[src/rtl/axis_pattern_if.sv]
// AXI-Stream master bundle used by the pattern source. Signal names match the
// stream port names used by the streamer's slave side.
interface axis_pattern_if #(
  parameter int DATA_WIDTH = 32
);
  logic [DATA_WIDTH-1:0]   M_AXI_TDATA;
  logic [DATA_WIDTH/8-1:0] M_AXI_TKEEP;
  logic                    M_AXI_TVALID;
  logic                    M_AXI_TREADY;
  logic                    M_AXI_TLAST;

  modport master (
    output M_AXI_TDATA, M_AXI_TKEEP, M_AXI_TVALID, M_AXI_TLAST,
    input  M_AXI_TREADY
  );

  modport slave (
    input  M_AXI_TDATA, M_AXI_TKEEP, M_AXI_TVALID, M_AXI_TLAST,
    output M_AXI_TREADY
  );
endinterface

[src/rtl/axis_pattern_source.sv]
// On a start pulse, emits one AXI-Stream packet of seed+index words whose
// final beat is trimmed with TKEEP to the programmed byte length.
module axis_pattern_source #(
  parameter int DATA_WIDTH = 32,
  parameter int LEN_WIDTH  = 16
) (
  input  logic                  clk,
  input  logic                  reset,
  input  logic                  start,
  input  logic [LEN_WIDTH-1:0]  cfg_byte_count,
  input  logic [DATA_WIDTH-1:0] cfg_seed,
  axis_pattern_if.master        m_axis,
  output logic                  busy,
  output logic                  done,
  output logic [LEN_WIDTH-1:0]  beat_count
);

  localparam int BYTES = DATA_WIDTH / 8;
  localparam logic [LEN_WIDTH-1:0] BYTES_L = LEN_WIDTH'(BYTES);

  typedef enum logic [0:0] {IDLE, SEND} state_t;

  state_t                state;
  logic [LEN_WIDTH-1:0]  idx;
  logic [LEN_WIDTH-1:0]  beats_r;
  logic [BYTES-1:0]      last_keep_r;
  logic [DATA_WIDTH-1:0] seed_r;

  logic [LEN_WIDTH-1:0]  start_rem;
  logic [LEN_WIDTH-1:0]  start_beats;
  logic [LEN_WIDTH-1:0]  idx_next;
  logic                  next_is_last;

  // Byte enables for a beat carrying rem valid bytes; rem == 0 means a full word.
  function automatic logic [BYTES-1:0] keep_mask(input logic [LEN_WIDTH-1:0] rem);
    logic [BYTES-1:0] m;
    for (int i = 0; i < BYTES; i++) begin
      m[i] = (rem == '0) || (LEN_WIDTH'(i) < rem);
    end
    return m;
  endfunction

  // Quotient plus a carry for the partial word never exceeds the field width,
  // even at the maximum byte count.
  assign start_rem    = cfg_byte_count % BYTES_L;
  assign start_beats  = (cfg_byte_count / BYTES_L) + LEN_WIDTH'(start_rem != '0);
  assign idx_next     = idx + LEN_WIDTH'(1);
  assign next_is_last = (idx_next == beats_r - LEN_WIDTH'(1));

  always_ff @(posedge clk) begin
    if (reset) begin
      state               <= IDLE;
      idx                 <= '0;
      beats_r             <= '0;
      last_keep_r         <= '0;
      seed_r              <= '0;
      m_axis.M_AXI_TDATA  <= '0;
      m_axis.M_AXI_TKEEP  <= '0;
      m_axis.M_AXI_TVALID <= 1'b0;
      m_axis.M_AXI_TLAST  <= 1'b0;
      busy                <= 1'b0;
      done                <= 1'b0;
      beat_count          <= '0;
    end else begin
      done <= 1'b0;
      case (state)
        IDLE: begin
          if (start) begin
            beat_count  <= '0;
            idx         <= '0;
            beats_r     <= start_beats;
            last_keep_r <= keep_mask(start_rem);
            seed_r      <= cfg_seed;
            if (cfg_byte_count == '0) begin
              done <= 1'b1;
            end else begin
              state               <= SEND;
              busy                <= 1'b1;
              m_axis.M_AXI_TVALID <= 1'b1;
              m_axis.M_AXI_TDATA  <= cfg_seed;
              m_axis.M_AXI_TLAST  <= (start_beats == LEN_WIDTH'(1));
              m_axis.M_AXI_TKEEP  <= (start_beats == LEN_WIDTH'(1)) ? keep_mask(start_rem) : '1;
            end
          end
        end
        SEND: begin
          if (m_axis.M_AXI_TREADY) begin
            beat_count <= beat_count + LEN_WIDTH'(1);
            if (m_axis.M_AXI_TLAST) begin
              state               <= IDLE;
              busy                <= 1'b0;
              done                <= 1'b1;
              m_axis.M_AXI_TVALID <= 1'b0;
              m_axis.M_AXI_TLAST  <= 1'b0;
              m_axis.M_AXI_TDATA  <= '0;
              m_axis.M_AXI_TKEEP  <= '0;
            end else begin
              idx                <= idx_next;
              m_axis.M_AXI_TDATA <= seed_r + DATA_WIDTH'(idx_next);
              m_axis.M_AXI_TLAST <= next_is_last;
              m_axis.M_AXI_TKEEP <= next_is_last ? last_keep_r : '1;
            end
          end
        end
        default: state <= IDLE;
      endcase
    end
  end

endmodule

[src/flat_wrapper.sv]
// flat-port wrapper written by rule: the top's interface ports become plain ports
module axis_pattern_source_flat 
#(
  parameter int DATA_WIDTH = 32,
  parameter int LEN_WIDTH  = 16
)
  (clk, reset, start, cfg_byte_count, cfg_seed, busy, done, beat_count, m_axis_M_AXI_TDATA, m_axis_M_AXI_TKEEP, m_axis_M_AXI_TVALID, m_axis_M_AXI_TLAST, m_axis_M_AXI_TREADY);
  axis_pattern_if #(.DATA_WIDTH(DATA_WIDTH)) m_axis_i ();
  input  logic clk;
  input  logic reset;
  input  logic start;
  input  logic [LEN_WIDTH-1:0] cfg_byte_count;
  input  logic [DATA_WIDTH-1:0] cfg_seed;
  output logic busy;
  output logic done;
  output logic [LEN_WIDTH-1:0] beat_count;
  output wire logic [$bits(m_axis_i.M_AXI_TDATA)-1:0] m_axis_M_AXI_TDATA;
  output wire logic [$bits(m_axis_i.M_AXI_TKEEP)-1:0] m_axis_M_AXI_TKEEP;
  output wire logic [$bits(m_axis_i.M_AXI_TVALID)-1:0] m_axis_M_AXI_TVALID;
  output wire logic [$bits(m_axis_i.M_AXI_TLAST)-1:0] m_axis_M_AXI_TLAST;
  input wire logic [$bits(m_axis_i.M_AXI_TREADY)-1:0] m_axis_M_AXI_TREADY;
  assign m_axis_M_AXI_TDATA = m_axis_i.M_AXI_TDATA;
  assign m_axis_M_AXI_TKEEP = m_axis_i.M_AXI_TKEEP;
  assign m_axis_M_AXI_TVALID = m_axis_i.M_AXI_TVALID;
  assign m_axis_M_AXI_TLAST = m_axis_i.M_AXI_TLAST;
  assign m_axis_i.M_AXI_TREADY = m_axis_M_AXI_TREADY;
  axis_pattern_source #(.DATA_WIDTH(DATA_WIDTH), .LEN_WIDTH(LEN_WIDTH)) u_core (.clk(clk), .reset(reset), .start(start), .cfg_byte_count(cfg_byte_count), .cfg_seed(cfg_seed), .m_axis(m_axis_i), .busy(busy), .done(done), .beat_count(beat_count));
endmodule
[config.mk]
export PLATFORM = sky130hd
export DESIGN_NAME = axis_pattern_source_flat
export DESIGN_NICKNAME = d
export VERILOG_FILES = /design/src/rtl/axis_pattern_if.sv /design/src/rtl/axis_pattern_source.sv /design/src/flat_wrapper.sv
export SDC_FILE = /design/constraint.sdc
export NUM_CORES = 1
export LEC_CHECK = 0
export ABC_AREA = 0
export CORE_UTILIZATION = 59
export CTS_BUF_LIST = sky130_fd_sc_hd__clkbuf_16
export CTS_CLUSTER_SIZE = 14
export DETAILED_ROUTE_END_ITERATION = 8
export GPL_TIMING_DRIVEN = 0
export PLACE_DENSITY = 0.86
export REMOVE_ABC_BUFFERS = 1
export SETUP_SLACK_MARGIN = 0.05
export SLEW_MARGIN = 20
export SYNTH_ARGS = -nofsm -noshare
export SYNTH_HDL_FRONTEND = slang
export SYNTH_SLANG_ARGS = --single-unit
[constraint.sdc]
create_clock -name clk -period 7.29 [get_ports clk]
set_input_delay 1.458 -clock clk [delete_from_list [all_inputs] [get_ports clk]]
set_output_delay 1.458 -clock clk [all_outputs]
set_load 0.02 [all_outputs]
==> results by stage <==
Routing:
- The count of TritonRoute iterations in the first routing pass is 7.
- In the routed design, unresolved DRC markers number 11.
- The routed design has 19.3 mm of wire.
- The average wire length per cell after detail routing is 16.8 µm.
- The via total after detailed routing is 7023.
- Once detail routing completed, the nets flagged for antenna violations numbered 0.
- Using the TritonRoute via totals, the vias-per-cell ratio works out to 6.14.
- The number of design-rule violations left by the first detailed-router iteration is 499.

Floorplanning:
- The die span in y is 112 µm.
- The die covers 12500 µm².
- The initial utilization of the core area, before any placement, comes to 61.3%.
- The total area inside the core boundary comes to 11600 µm².
- The total number of placement rows is 39.
- The number of ports placed on the die boundary is 108.
- From left edge to right edge, the die measures 112 µm.

Layout:
- The count of inserted antenna diode cells is 0.
- Cells with a size suffix above 1 make up 5.39% of the layout.
- The final layout contains 1072 nets.
- The post-synthesis to final-layout area growth is 25.5%.

Clocking:
- The post-CTS setup buffer count is 0.
- The number of gates resized after CTS is 0.
- The maximum root-to-sink buffer count is 2.
- The tree is rooted in a clkbuf_16.
- TritonCTS built the clock tree.
- In this run, CTS created clock tree buffers numbering 17.
- Buffers inserted to repair hold after CTS numbered 0.
- The clock slew at the register clock pins of the worst setup and hold paths is 0.05 ns.
- The CTS H-tree depth is 4.
- The clock latency at the later pin of the worst-skew pair is 0.42 ns.
- The sink count of the clock tree is 123.

Setup path:
- Of all nets on the critical path, the largest fanout is 6.
- The arrival time of data at the critical path endpoint is 5.17 ns.
- The reg-to-reg endpoint is u_core.m_axis.M_AXI_TDATA[31].
- STA classifies the critical path startpoint as an input port.
- The setup path with the least slack is of type input port to flop.
- The most repeated library cell on the critical path is ha_1.
- The cell family contributing the most delay on the critical path is simple AND/OR/NAND/NOR gates.
- Setup slack on the worst reg-to-reg path comes out at 2.98 ns.
- For the worst flop-to-flop path, the logic depth is 13.
- The largest single stage delay on the critical path is 0.69 ns.
- The buffers plus inverters on the worst setup path is 3.
- Traced cell by cell, the critical path runs through clkdlybuf4s50_1 > inv_1 > ha_1 > inv_1 > ha_1 > ha_1 > nand4_1 > nor4_1 > mux2i_1 > nand4_1 > nor4_1 > a21oi_1 > o221ai_1 > a31oi_1.
- The largest individual stage delay along the critical path comes from the cell nor4_1.
- The worst setup path is captured at a flop.
- The launching point of the worst reg2reg path is u_core.idx[2].
- For the worst setup path, the data required time is 7.57 ns.

Global route:
- The number of global-route vias before repair is 6597.
- The number of antenna violations at the first check in global routing is 0.
- The first-pass GRT wire length is 32.3 mm.
- The remaining global-route overflow is 0.
- Entering global routing, the biggest net connects 74 pins.
- The fraction of met1 tracks used by global routing is 40.1%.
- The global-route total usage across every layer is 32.1%.
- met2 is the most crowded layer.
- The met3 routing resource usage after global routing is 6.64%.
- For met2 alone, demand over resource in global routing was 54.2%.

Logic synthesis:
- The most used flip-flop cell after synthesis is dfxtp_1.
- The count of synthesis-stage warnings from yosys is 0.
- The flip-flop and latch count after synthesis is 123.
- In the synthesized netlist, the number of instances is 904.
- By count the netlist is led by 134 x nand2_1, 123 x dfxtp_1, 96 x nor2_1.
- The count of unique library cells instantiated by Yosys is 61.
- By area the synthesized netlist is led by dfxtp_1 35%, nand2_1 7.1%, a21oi_1 5.9%, nor2_1 5.1%, xor2_1 5.1%.
- Of all cell types, the one taking the most synthesized area is dfxtp_1.
- Among all cell types in the netlist, the one instantiated most often is nand2_1.
- After synthesis, flip-flops and latches occupy 34.7% of the total area.
- The post-synthesis instance area is 7090 µm².
- The proportion of netlist area held by the largest area contributor is 34.7%.
- Each instance of the synthesized netlist takes up on average 7.85 µm².
- The number of flops mapped to enable cells by yosys is 0.
- The fraction of registers with async set or reset after synthesis is 0%.

STA:
- The number of pins with negative max-slew slack in the final report is 0.
- The final setup violation count is 0.
- The worst slack on hold paths is 0.462 ns.
- The final-report hold violation count came to 0.
- At the pin with the least slew margin, the transition time is 0.959 ns.
- The setup total negative slack is 0 ns.
- The part of the cycle the worst path needs is 67.0%.
- Setup repair after global routing left no endpoint under its margin.
- The minimum clock period after layout is 4.89 ns.
- Headroom to the max-slew limit came out at 35.8%.
- Timing would allow up to 0.205 GHz.
- Between clock sinks in the finished design, the worst skew comes to 0.00804 ns.

Placed design:
- Detailed placement ended at an HPWL of 12.8 mm.
- The final weighted congestion in routability-driven placement is 0.870.
- Buffers placed on the I/O ports in this run total 107.

Status:
- The final reports fail on design-rule violations.
- The flow ran to the end, but the final reports show violations.

Run:
- The tool flagged a number of max-cap violations equal to 0.

Pwr:
- For this design the static power due to leakage is 3.43 nW.
- For this design the ratio of total power to cell area is 219 nW/µm².
- Across the VDD grid, the largest voltage drop is 0.000155 V.

Worst hold path:
- The startpoint identified for the worst hold timing path is u_core.seed_r[4].
- Counting instances, the worst hold path has a depth of 2.
- In this run the worst hold path is classified as flop to flop.
- The end point of the worst hold path is u_core.seed_r[4].
cells in the final DEF (no fill, tap or decap), types with 5 or more instances in the layout:
master	instances
a211oi_1	20
a21o_1	8
a21oi_1	84
a221oi_1	19
a31oi_1	19
and3_1	8
and4_1	5
clkbuf_16	17
clkdlybuf4s50_1	106
dfxtp_1	123
ha_1	28
inv_1	23
nand2_1	133
nand3_1	37
nand4_1	16
nor2_1	94
nor2b_1	6
nor3_1	19
nor4_1	14
o211ai_1	8
o21ai_0	37
or3_1	6
xnor2_1	40
xor2_1	41
routing by layer:
layer	routed length (µm)	up-vias	share of wire, %
met2	9290	292	48
met3	1350	44	7.0
met4	483	0	2.5
li1	-	3405	-
met1	8140	3282	42
met5	0	-	0
worst min-delay path: stages (launching register included):
cell	delay, ns
dfxtp_1	0.31
nand2_1	0.05
a21oi_1	0.05
per-stage QoR:
stage | area, µm² | util (%) | total power, mW | cells | worst slack (ns)
3_5_place_dp | 8320 | 71.9 | 1.10 | 1115 | 2.11
3_3_place_gp | 8150 | 70.5 | 1.09 | 1108 | -3.74
4_1_cts | 8900 | 77.0 | 1.95 | 1144 | 2.44
6_report | 8900 | 77.0 | 1.95 | 1144 | 2.40
2_1_floorplan | 6900 | - | 0.954 | 858 | 0.210
5_1_grt | 8900 | 77.0 | 2.02 | 1144 | 2.17
kinds of logic (layout without fill, tap and decap cells):
group / count (synthesis) / after routing / share of synthesized area, %
fa+ha+maj: 29 / 29 / 5.22
flops: 123 / 123 / 34.7
mux: 4 / 4 / 0.600
simple gates: 372 / 372 / 25.2
compound gates: 225 / 225 / 19.9
buf+inv: 68 / 165 / 3.88
xor+xnor: 83 / 83 / 10.5
where the power goes:
part | internal [mW] | switching, mW | total [mW]
clock network | 0.559 | 0.293 | 0.852
registers | 0.714 | 0.0330 | 0.747
logic | 0.153 | 0.196 | 0.348
total | 1.43 | 0.522 | 1.95
layout make-up:
cell class	count	area, µm²
Clock inverter	12	159
Inverter	22	82.6
Clock buffer	17	425
Multi-Input combinational cell	713	4380
Fill cell	808	2660
Tap cell	143	179
Sequential cell	123	2460
Timing Repair Buffer	114	1210
worst max-delay path by stage:
stage                            from                            to  slack (ns)  cells after the start
finish              cfg_byte_count[0]  u_core.m_axis.M_AXI_TKEEP[1]        2.40                     14
floorplan                       start                u_core.idx[15]        0.21                      7
global placement                start                 u_core.idx[6]       -3.74                      8
global route        cfg_byte_count[0]  u_core.m_axis.M_AXI_TKEEP[1]        2.17                     14
CTS                 cfg_byte_count[0]  u_core.m_axis.M_AXI_TKEEP[1]        2.44                     14
detailed placement  cfg_byte_count[0]  u_core.m_axis.M_AXI_TKEEP[1]        2.11                     14
sequential cells by signal (all words and copies together) (netlist names):
| register | cells |
|---|---|
| u_core.beat_count | 16 |
| u_core.beats_r | 15 |
| u_core.done | 1 |
| u_core.idx | 16 |
| u_core.last_keep_r | 4 |
| u_core.m_axis.M_AXI_TDATA | 32 |
| u_core.m_axis.M_AXI_TKEEP | 4 |
| u_core.m_axis.M_AXI_TLAST | 1 |
| u_core.m_axis.M_AXI_TVALID | 1 |
| u_core.seed_r | 32 |
| u_core.state | 1 |
Note: power is estimated with default switching activity, not from simulation.
